===== config.mk =====
export PLATFORM = sky130hd
export DESIGN_NAME = reg_bank_param
export DESIGN_NICKNAME = d
export VERILOG_FILES = /design/src/rtl/reg_bank_param.sv
export SDC_FILE = /design/constraint.sdc
export NUM_CORES = 1
export LEC_CHECK = 0
export CAP_MARGIN = 10
export CORE_MARGIN = 10
export CORE_UTILIZATION = 60
export DETAILED_ROUTE_END_ITERATION = 8
export PLACE_DENSITY = 0.95
export SYNTH_ARGS = -nofsm -noshare
export SYNTH_HDL_FRONTEND = slang
export SYNTH_SLANG_ARGS = --single-unit

===== constraint.sdc =====
create_clock -name clock -period 5.3 [get_ports clock]
set_input_delay 1.06 -clock clock [delete_from_list [all_inputs] [get_ports clock]]
set_output_delay 1.06 -clock clock [all_outputs]
set_load 0.05 [all_outputs]

===== src/rtl/reg_bank_param.sv =====
// Parametrised register bank: two read ports (port 1 bank-selected), one acked write port, tap port, clear sweep FSM.
// Optional same-cycle write-to-read forwarding when REG_BANK_BYPASS_EN is defined.
module reg_bank_param #(
  parameter int DATA_W   = 8,
  parameter int ADDR_W   = 3,
  parameter int TAP_IDX  = 3,
  parameter int ZERO_REG = 0
) (
  input  logic              clock,
  input  logic              reset,
  input  logic [ADDR_W-2:0] rd_addr1,
  input  logic              bank_sel,
  input  logic [ADDR_W-1:0] rd_addr2,
  input  logic              wr_en,
  input  logic [ADDR_W-1:0] wr_addr,
  input  logic [DATA_W-1:0] wr_data,
  output logic              wr_ack,
  input  logic              clr_req,
  output logic              busy,
  output logic              clr_done,
  output logic [DATA_W-1:0] rd_data1,
  output logic [DATA_W-1:0] rd_data2,
  output logic [DATA_W-1:0] tap_data
);

  localparam int DEPTH = 1 << ADDR_W;

  typedef enum logic {IDLE, CLEAR} state_t;

  state_t            state;
  state_t            state_nxt;
  logic [ADDR_W-1:0] ptr;
  logic [DATA_W-1:0] regs [DEPTH];
  logic              wr_acc;
  logic              wr_store;
  logic              sweep_last;
  logic              sweep_done;

  assign wr_acc     = wr_en && (state == IDLE);
  // Writes to a hardwired zero register are acked but never stored.
  assign wr_store   = wr_acc && !((ZERO_REG != 0) && (wr_addr == '0));
  assign sweep_last = (ptr == ADDR_W'(DEPTH - 1));
  assign busy       = (state == CLEAR);

  always_comb begin
    state_nxt  = state;
    sweep_done = 1'b0;
    case (state)
      IDLE:  if (clr_req) state_nxt = CLEAR;
      CLEAR: if (sweep_last) begin
               state_nxt  = IDLE;
               sweep_done = 1'b1;
             end
      default: state_nxt = IDLE;
    endcase
  end

  always_ff @(posedge clock or negedge reset) begin
    if (!reset) state <= IDLE;
    else        state <= state_nxt;
  end

  // Pointer saturates at DEPTH-1 and is reloaded with 0 whenever idle.
  always_ff @(posedge clock or negedge reset) begin
    if (!reset)                          ptr <= '0;
    else if (state == CLEAR && !sweep_last) ptr <= ptr + 1'b1;
    else                                 ptr <= '0;
  end

  always_ff @(posedge clock or negedge reset) begin
    if (!reset) begin
      for (int i = 0; i < DEPTH; i++) regs[i] <= '0;
    end else begin
      if (wr_store)        regs[wr_addr] <= wr_data;
      if (state == CLEAR)  regs[ptr]     <= '0;
    end
  end

  always_ff @(posedge clock or negedge reset) begin
    if (!reset) begin
      wr_ack   <= 1'b0;
      clr_done <= 1'b0;
    end else begin
      wr_ack   <= wr_acc;
      clr_done <= sweep_done;
    end
  end

  logic [ADDR_W-1:0] rd_idx [3];
  logic [DATA_W-1:0] rd_val [3];

  assign rd_idx[0] = {bank_sel, rd_addr1};
  assign rd_idx[1] = rd_addr2;
  assign rd_idx[2] = ADDR_W'(TAP_IDX);

  always_comb begin
    for (int p = 0; p < 3; p++) begin
      rd_val[p] = regs[rd_idx[p]];
`ifdef REG_BANK_BYPASS_EN
      if (wr_acc && (rd_idx[p] == wr_addr)) rd_val[p] = wr_data;
`endif
      if ((ZERO_REG != 0) && (rd_idx[p] == '0)) rd_val[p] = '0;
    end
  end

  assign rd_data1 = rd_val[0];
  assign rd_data2 = rd_val[1];
  assign tap_data = rd_val[2];

endmodule


### After elaboration in Yosys (flattened, before gate mapping)

Cells that the tools add are included.
W data, S select, Z words.

| operators by class | value |
|---|---|
| add/sub/neg operators | 1 |
| bitwise operators | 7 |
| reductions and logical operators | 5 |
| order comparisons | 6 |
| mux-type cells | 19 |
| equality and inequality tests | 1 |

Operator list:

| cell | count |
|---|---|
| $mux W64 | 2 |
| $and A64 B64 Y64 | 1 |
| $bwmux W64 | 1 |
| $not A64 Y64 | 1 |
| $bmux W8 S3 | 2 |
| $demux W8 S3 | 2 |
| $mux W8 | 6 |
| $ge A4 B4 Y1 const B | 4 |
| $not A3 Y4 | 4 |
| $lt A4 B1 Y1 const B | 2 |
| $logic_and A1 B1 Y1 | 4 |
| $mux W1 | 4 |
| $add A3 B1 Y3 const B | 1 |
| $eq A3 B3 Y1 const B | 1 |
| $mux W3 | 1 |
| $pmux W1 S2 | 1 |
| $logic_not A1 Y1 | 1 |
| $not A1 Y1 | 1 |

| storage, ports and cells | value |
|---|---|
| register bits after elaboration | 70 |
| input bits | 21 |
| output and inout port bits | 27 |

### Logic depth before layout (Yosys ltp)

Gate-level depths: netlist of run 1.

| logic depth | value |
|---|---|
| depth after elaboration | 9 |
| gate-level depth with buffers | 5 |

### Worst setup path before layout of run 1

No wires, ideal clock.

| timing | value |
|---|---|
| kind | input-to-output |
| from | input port rd_addr1[0] |
| to | output port rd_data1[0] |
| data required time | 4240 ps |
| arrival time | 2219 ps |
| slack | 2021 ps |
| buffers on the path | 2 |
| stages on the path | 4 |
| cells stage by stage | buf_6 buf_12 mux4_1 mux2_2 |

| on the way | value |
|---|---|
| longest elaborated chain between the ends | 4 |

RTL lines:

| item | line | text |
|---|---|---|
| start, declared | 11 | `input logic [ADDR_W-2:0] rd_addr1,` |
| $not A3 Y4 (implied by the code) | 98 | `rd_val[p] = regs[rd_idx[p]];` |
| $bmux W8 S3 | 98 |  |
| $mux W8 (implied by the code) (2 in series) | 98 |  |
| end, declared | 21 | `output logic [DATA_W-1:0] rd_data1,` |

No other way between the ends. The select of a mux whose other input is x is not followed.

### Worst setup path after layout of run 1

| timing | value |
|---|---|
| from | input port rd_addr1[0] |
| to | output port rd_data1[4] |

The elaborated chain is that of the path after synthesis.

==> reports/metrics.yaml, run 1 <==
synth.area.top_cells: "dfrtp_1 42%, mux4_1 20%, nand3_1 7.5%"
drt-pass1-iter-count: 6
grt_pass1_wl_um: 20100
synth_nets: 423
post-synth-top-area-fraction_pct: 41.7
grtUsageTotal_pct: 23.4
p_total_uw: 2230
num_antenna_cells: 0
ir_drop_v: 0.000353
max_freq_mhz: 222
p_int_uw: 1280
critPathMaxFanout: 16
worst_pin_slew_ns: 0.936
antenna_found_initial: 0
p_leak_uw: 0.00209
ys_warn_count: 0
cts_max_level: 3
critical_path.max_stage_delay_ns: 0.72
die_h_um: 104
worstSkewPairLatency_ns: 0.36
cts-resized-gates: 0
cts_tree: "done"
fp-row-count: 30
start_kind: "primary input"
clkPwrFrac_pct: 19.7
drt_iter0_markers: 487
synth_largest_area_cell: "dfrtp_1"
wl_um: 12400
path_buf_inv: 3
synthTopCellsByCount: "70 x dfrtp_1, 64 x nand2_1, 63 x nand3_1, 63 x o21ai_0, 32 x mux4_1"
critPathTopFamily: "buffers and inverters"
synth_top_family_by_area: "multiplexers"
cts_root_buffer: "clkbuf_8"
grt_max_degree: 71
die_w_um: 104
synth_compound_area_share_pct: 7.75
ys_seq_elements: 70
status: "finished clean"
stdcell_count: 513
portBuffers: 47
die-area_um2: 10700
syn_area_um2: 4200
power_frac_comb_pct: 39.9
synth_seq_area_share_pct: 41.7
slew_headroom_pct: 37.6
cts_setup_buffers: 0
clkTransAtPathRegs_ns: 0.07
dp.cells: 497
synth_ff_type: "dfrtp_1"
pwr-share-seq_pct: 40.4
setup_violations: 0
slew_violations: 0
routedWlPerCell_um: 24.1
synth_edf_count: 0
endpoint_kind: "output port"
hold_violations: 0
nets: 435
clkSinkCount: 70
finClkSkew_ns: 0.00694
min_period_over_period_pct: 84.9
clk_path_buf_depth: 2
synth_most_common_cell: "dfrtp_1"
criticalPathCategory: "primary input to output port"
ant_nets: 0
slowest_stage: "clkdlybuf4s50_1"
ios: 48
start_util_pct: 61.8
syn_inst: 400
maxCapViolations: 0
synthAdderAreaFrac_pct: 0.596
period_needed_ns: 4.50
timing.critical_path.mode_cell: "clkdlybuf4s50_1"
p_per_area_nw_per_um2: 468
drive_gt1_share_pct: 10.6
path_cells: "clkdlybuf4s50_1, buf_4, mux4_1, mux2_2, clkdlybuf4s50_1"
synthXorXnorAreaFrac_pct: 0
final.setup.tns_ns: 0
core_area_um2: 6790
synth.avg_cell_area_um2: 10.5
place.gp.congestion: 0.930
place_hpwl_um: 8290
area_growth_pct: 13.4
detail_route.vias_per_cell: 7.00
hold_class: "flip-flop to flip-flop"
synthMuxAreaShare_pct: 24.3
sw_frac_of_total_pct: 42.6
drc: 0
cts_buffers: 9
grt_pass1_vias: 3684
cp_data_required_time_ns: 4.24
dr_total_vias: 3589
synth.distinct_cells: 26
rsz0062_at_grt: "no"
overflow: 0
synthSimpleGateAreaFrac_pct: 18.2
ys_async_sr_fraction_pct: 100
switching_power_uw: 949
ctsHoldBuffers: 0
arrival_ns: 3.44
## logic make-up (layout without fill, tap and decap cells)
family          after synthesis  after routing
buf+inv                      59             76
compound gates               65             65
fa+ha+maj                     2              2
mux                          48             48
flops                        70             70
simple gates                156            156
## cell usage in the layout (no fill, tap or decap), drive strengths merged, types with 2 or more instances in the layout
cell,synthesis,routed
clkbuf,29,9
nor2b,3,3
nand4bb,3,3
mux2,16,16
nand4b,3,3
ha,2,2
dfrtp,70,70
inv,3,4
nand4,2,2
and2,10,10
o21ai,65,65
nor2,4,4
nand2,64,64
nand3,63,63
buf,27,11
mux4,32,32
clkinv,0,4
clkdlybuf4s50,0,46
## per-layer routing
| metal | share of wire [%] | GRT usage [%] | vias up |
|---|---|---|---|
| met5 | 0 | 0 | - |
| met4 | 4.8 | 12.0 | 0 |
| met3 | 12 | 7.62 | 75 |
| met2 | 47 | 36.4 | 304 |
| met1 | 36 | 28.4 | 1730 |
| li1 | - | - | 1480 |
## layout make-up
class | instances | area [µm²]
flip-flops and latches | 70 | 1750
clock inverters | 7 | 73.8
inverters | 3 | 11.3
well taps | 96 | 120
fillers | 481 | 2030
clock buffers | 9 | 124
repair buffers | 57 | 541
multi-input cells | 271 | 2140
## worst reg2reg max path, delay by kind of cell, from the launching register on
family / cells / cell delay, ns
buf+inv: 1 / 0.35
flops: 1 / 0.58
simple gates: 2 / 1.17
compound gates: 1 / 0.14
## per-stage QoR
stage / hold slack (ns) / util, % / setup WS, ns / area (µm²)
floorplan: 0.498 / - / 2.02 / 4200
global placement: 0.515 / 67.2 / 0.897 / 4560
detailed placement: 0.533 / 67.2 / 0.815 / 4560
CTS: 0.543 / 70.1 / 0.807 / 4760
global route: 0.568 / 70.1 / 0.756 / 4760
finish: 0.546 / 70.1 / 0.802 / 4760
## state kept, by name, indices dropped and copies added, names as in the netlist
name	flops
regs	64
busy	1
clr_done	1
wr_ack	1
ptr	3
## power by group through the flow
stage / Clock, µW / Combinational (µW) / Sequential [µW]
CTS: 440 / 888 / 886
floorplan: 0 / 669 / 813
detailed placement: 0 / 884 / 893
global route: 466 / 952 / 917
global placement: 0 / 845 / 867
finish: 439 / 890 / 901
## worst paths after layout
kind	start	to	slack, ns	cells past startpoint
worst max-delay path	rd_addr1[0]	rd_data1[4]	0.80	5
worst min-delay path	regs[55]$_DFF_PN0_	regs[55]$_DFF_PN0_	0.55	2
worst max register to register	busy$_DFF_PN0_	regs[32]$_DFF_PN0_	2.95	4
worst min register to register	regs[55]$_DFF_PN0_	regs[55]$_DFF_PN0_	0.55	2
max in group asynchronous	reset	regs[33]$_DFF_PN0_	3.85	2
min in group asynchronous	reset	regs[56]$_DFF_PN0_	0.88	2
(Power assumes the default switching activity.)
==> run 2, diff against run 1 <==
- CORE_UTILIZATION: 60 -> 57
- PLACE_DENSITY: 0.95 -> 0.92
- clock period: 5.3 -> 4.5 ns (I/O delays scaled with it)
==> reports/metrics.yaml, run 2 (synthesis gave the netlist of run 1 again) <==
status: "finished clean"
setup_violations: 0  # unchanged
grt_max_degree: 39  # -45%
critPathTopFamily: "buffers and inverters"
place_hpwl_um: 8430  # +1.6%
wl_um: 12100  # -2.0%
grt_pass1_vias: 3413  # -7.4%
final.setup.tns_ns: 0  # unchanged
drt_iter0_markers: 279  # -43%
routedWlPerCell_um: 23.5  # -2.6%
fillers: 558  # +16%
max_freq_mhz: 274
timing.hold.ws_ns: 0.551  # +0.00466 ns
slew_violations: 0  # unchanged
sw_frac_of_total_pct: 42.9  # +0.37 points
pwr-share-seq_pct: 40.8  # +0.4 points
place.gp.congestion: 0.939  # +1.0%
cp_data_required_time_ns: 3.60  # -0.64 ns
antenna_found_initial: 0  # unchanged
ctsHoldBuffers: 0  # unchanged
clk_path_buf_depth: 2  # unchanged
largest_register_ffs: 64  # unchanged
clkPwrFrac_pct: 20.5  # +0.8 points
layout_commonest_cell: "dfrtp_1"
start_kind: "primary input"
clkSinkCount: 70  # unchanged
start_util_pct: 58.2  # -3.6 points
dr_total_vias: 3521  # -1.9%
nets: 435  # unchanged
final_cell_mix: "70 x dfrtp_1, 64 x nand2_1, 63 x nand3_1, 63 x o21ai_0, 32 x mux4_1"
period_needed_ns: 3.65
die_h_um: 106  # +2.1%
drive_gt1_share_pct: 14.4  # +3.8 points
finClkSkew_ns: 0.00626  # -0.000684 ns
portBuffers: 47  # unchanged
endpoint_kind: "output port"
power_frac_comb_pct: 38.8  # -1.1 points
ir_drop_v: 0.000395  # +12%
slowest_stage: "mux4_1"
ant_nets: 0  # unchanged
slew_headroom_pct: 31.4  # -6.2 points
fp-row-count: 31  # +3.3%
drt-pass1-iter-count: 5  # -1
cts_tree: "done"
critical_path.max_stage_delay_ns: 0.61  # -0.11 ns
worst_pin_slew_ns: 1.03  # +0.0940 ns
grtUsageTotal_pct: 21.6  # -1.8 points
worstSkewPairLatency_ns: 0.37  # about the same
cts-resized-gates: 0  # unchanged
die-area_um2: 11200  # +4.2%
clkTransAtPathRegs_ns: 0.08  # about the same
hold_violations: 0  # unchanged
core_area_um2: 7210  # +6.2%
cts_buffers: 9  # unchanged
overflow: 0  # unchanged
rsz0062_at_grt: "no"
p_int_uw: 1500  # +17%
top_register: "regs"
grt_pass1_wl_um: 18900  # -5.9%
maxCapViolations: 0  # unchanged
criticalPathCategory: "primary input to output port"
ios: 48  # unchanged
hold_class: "flip-flop to flip-flop"
reg_top3: "regs (64), ptr (3)"
drc: 0  # unchanged
detail_route.vias_per_cell: 6.82  # -2.5%
switching_power_uw: 1130  # +19%
p_per_area_nw_per_um2: 554  # +18%
cts_setup_buffers: 0  # unchanged
timing.critical_path.mode_cell: "buf_4"
path_cells: "clkdlybuf4s50_1, buf_4, mux4_1, mux2_2, buf_4"
path_buf_inv: 3  # unchanged
arrival_ns: 2.75  # -0.69 ns
area_growth_pct: 12.8
min_period_over_period_pct: 81.2
cts_max_level: 3  # unchanged
critPathMaxFanout: 16  # unchanged
p_leak_uw: 0.00212  # +1.2%
cts_root_buffer: "clkbuf_8"
num_antenna_cells: 0  # unchanged
die_w_um: 106  # +2.1%
[run 2: final timing paths]
path / from / end / slack (ns) / cells past startpoint
worst max register to register: busy$_DFF_PN0_ / regs[27]$_DFF_PN0_ / 2.02 / 3
worst min register to register: regs[25]$_DFF_PN0_ / regs[25]$_DFF_PN0_ / 0.55 / 2
worst max-delay path: rd_addr2[1] / rd_data2[4] / 0.85 / 5
worst min-delay path: regs[25]$_DFF_PN0_ / regs[25]$_DFF_PN0_ / 0.55 / 2
min in group asynchronous: reset / wr_ack$_DFF_PN0_ / 0.61 / 1
max in group asynchronous: reset / regs[11]$_DFF_PN0_ / 2.92 / 2
[run 2: per-stage QoR]
| stage | cell area, µm² | total power [µW] | utilization, % | cells | setup slack [ns] |
|---|---|---|---|---|---|
| after floorplan | 4200 | 1750 | - | 400 | 1.54 |
| after global placement | 4530 | 2020 | 62.7 | 500 | 0.923 |
| after detailed placement | 4530 | 2070 | 62.7 | 500 | 0.904 |
| after CTS | 4730 | 2610 | 65.6 | 516 | 0.859 |
| after global routing | 4730 | 2740 | 65.6 | 516 | 0.822 |
| final | 4730 | 2620 | 65.6 | 516 | 0.848 |
[run 2: worst min-delay path, cell delays in order, from the launching register on]
cell and delay [ns]:
dfrtp_1 0.39, nand2_1 0.06, o21ai_0 0.06
[run 2: final cells by class]
| cell class | count | area [µm²] | area share, % |
|---|---|---|---|
| Clock inverter | 7 | 81.3 | 1.72 |
| Sequential cell | 70 | 1750 | 37.0 |
| Clock buffer | 9 | 124 | 2.62 |
| Timing Repair Buffer | 57 | 500 | 10.6 |
| Tap cell | 99 | 124 | 2.62 |
| Multi-Input combinational cell | 271 | 2140 | 45.2 |
| Inverter | 3 | 11.3 | 0.238 |
[run 2: power by group through the flow]
stage                     Combinational [µW]  Sequential [µW]  Clock, µW
after floorplan                          788              957          0
after global placement                   975             1040          0
after detailed placement                1010             1060          0
after CTS                               1020             1050        538
after global routing                    1090             1080        568
final                                   1020             1070        537
[run 2: routing by layer]
| layer | global-route usage, % | routed length (µm) |
|---|---|---|
| met2 | 33.2 | 5620 |
| met3 | 6.64 | 1600 |
| met5 | 0 | 0 |
| met1 | 26.7 | 4260 |
| met4 | 11.7 | 636 |
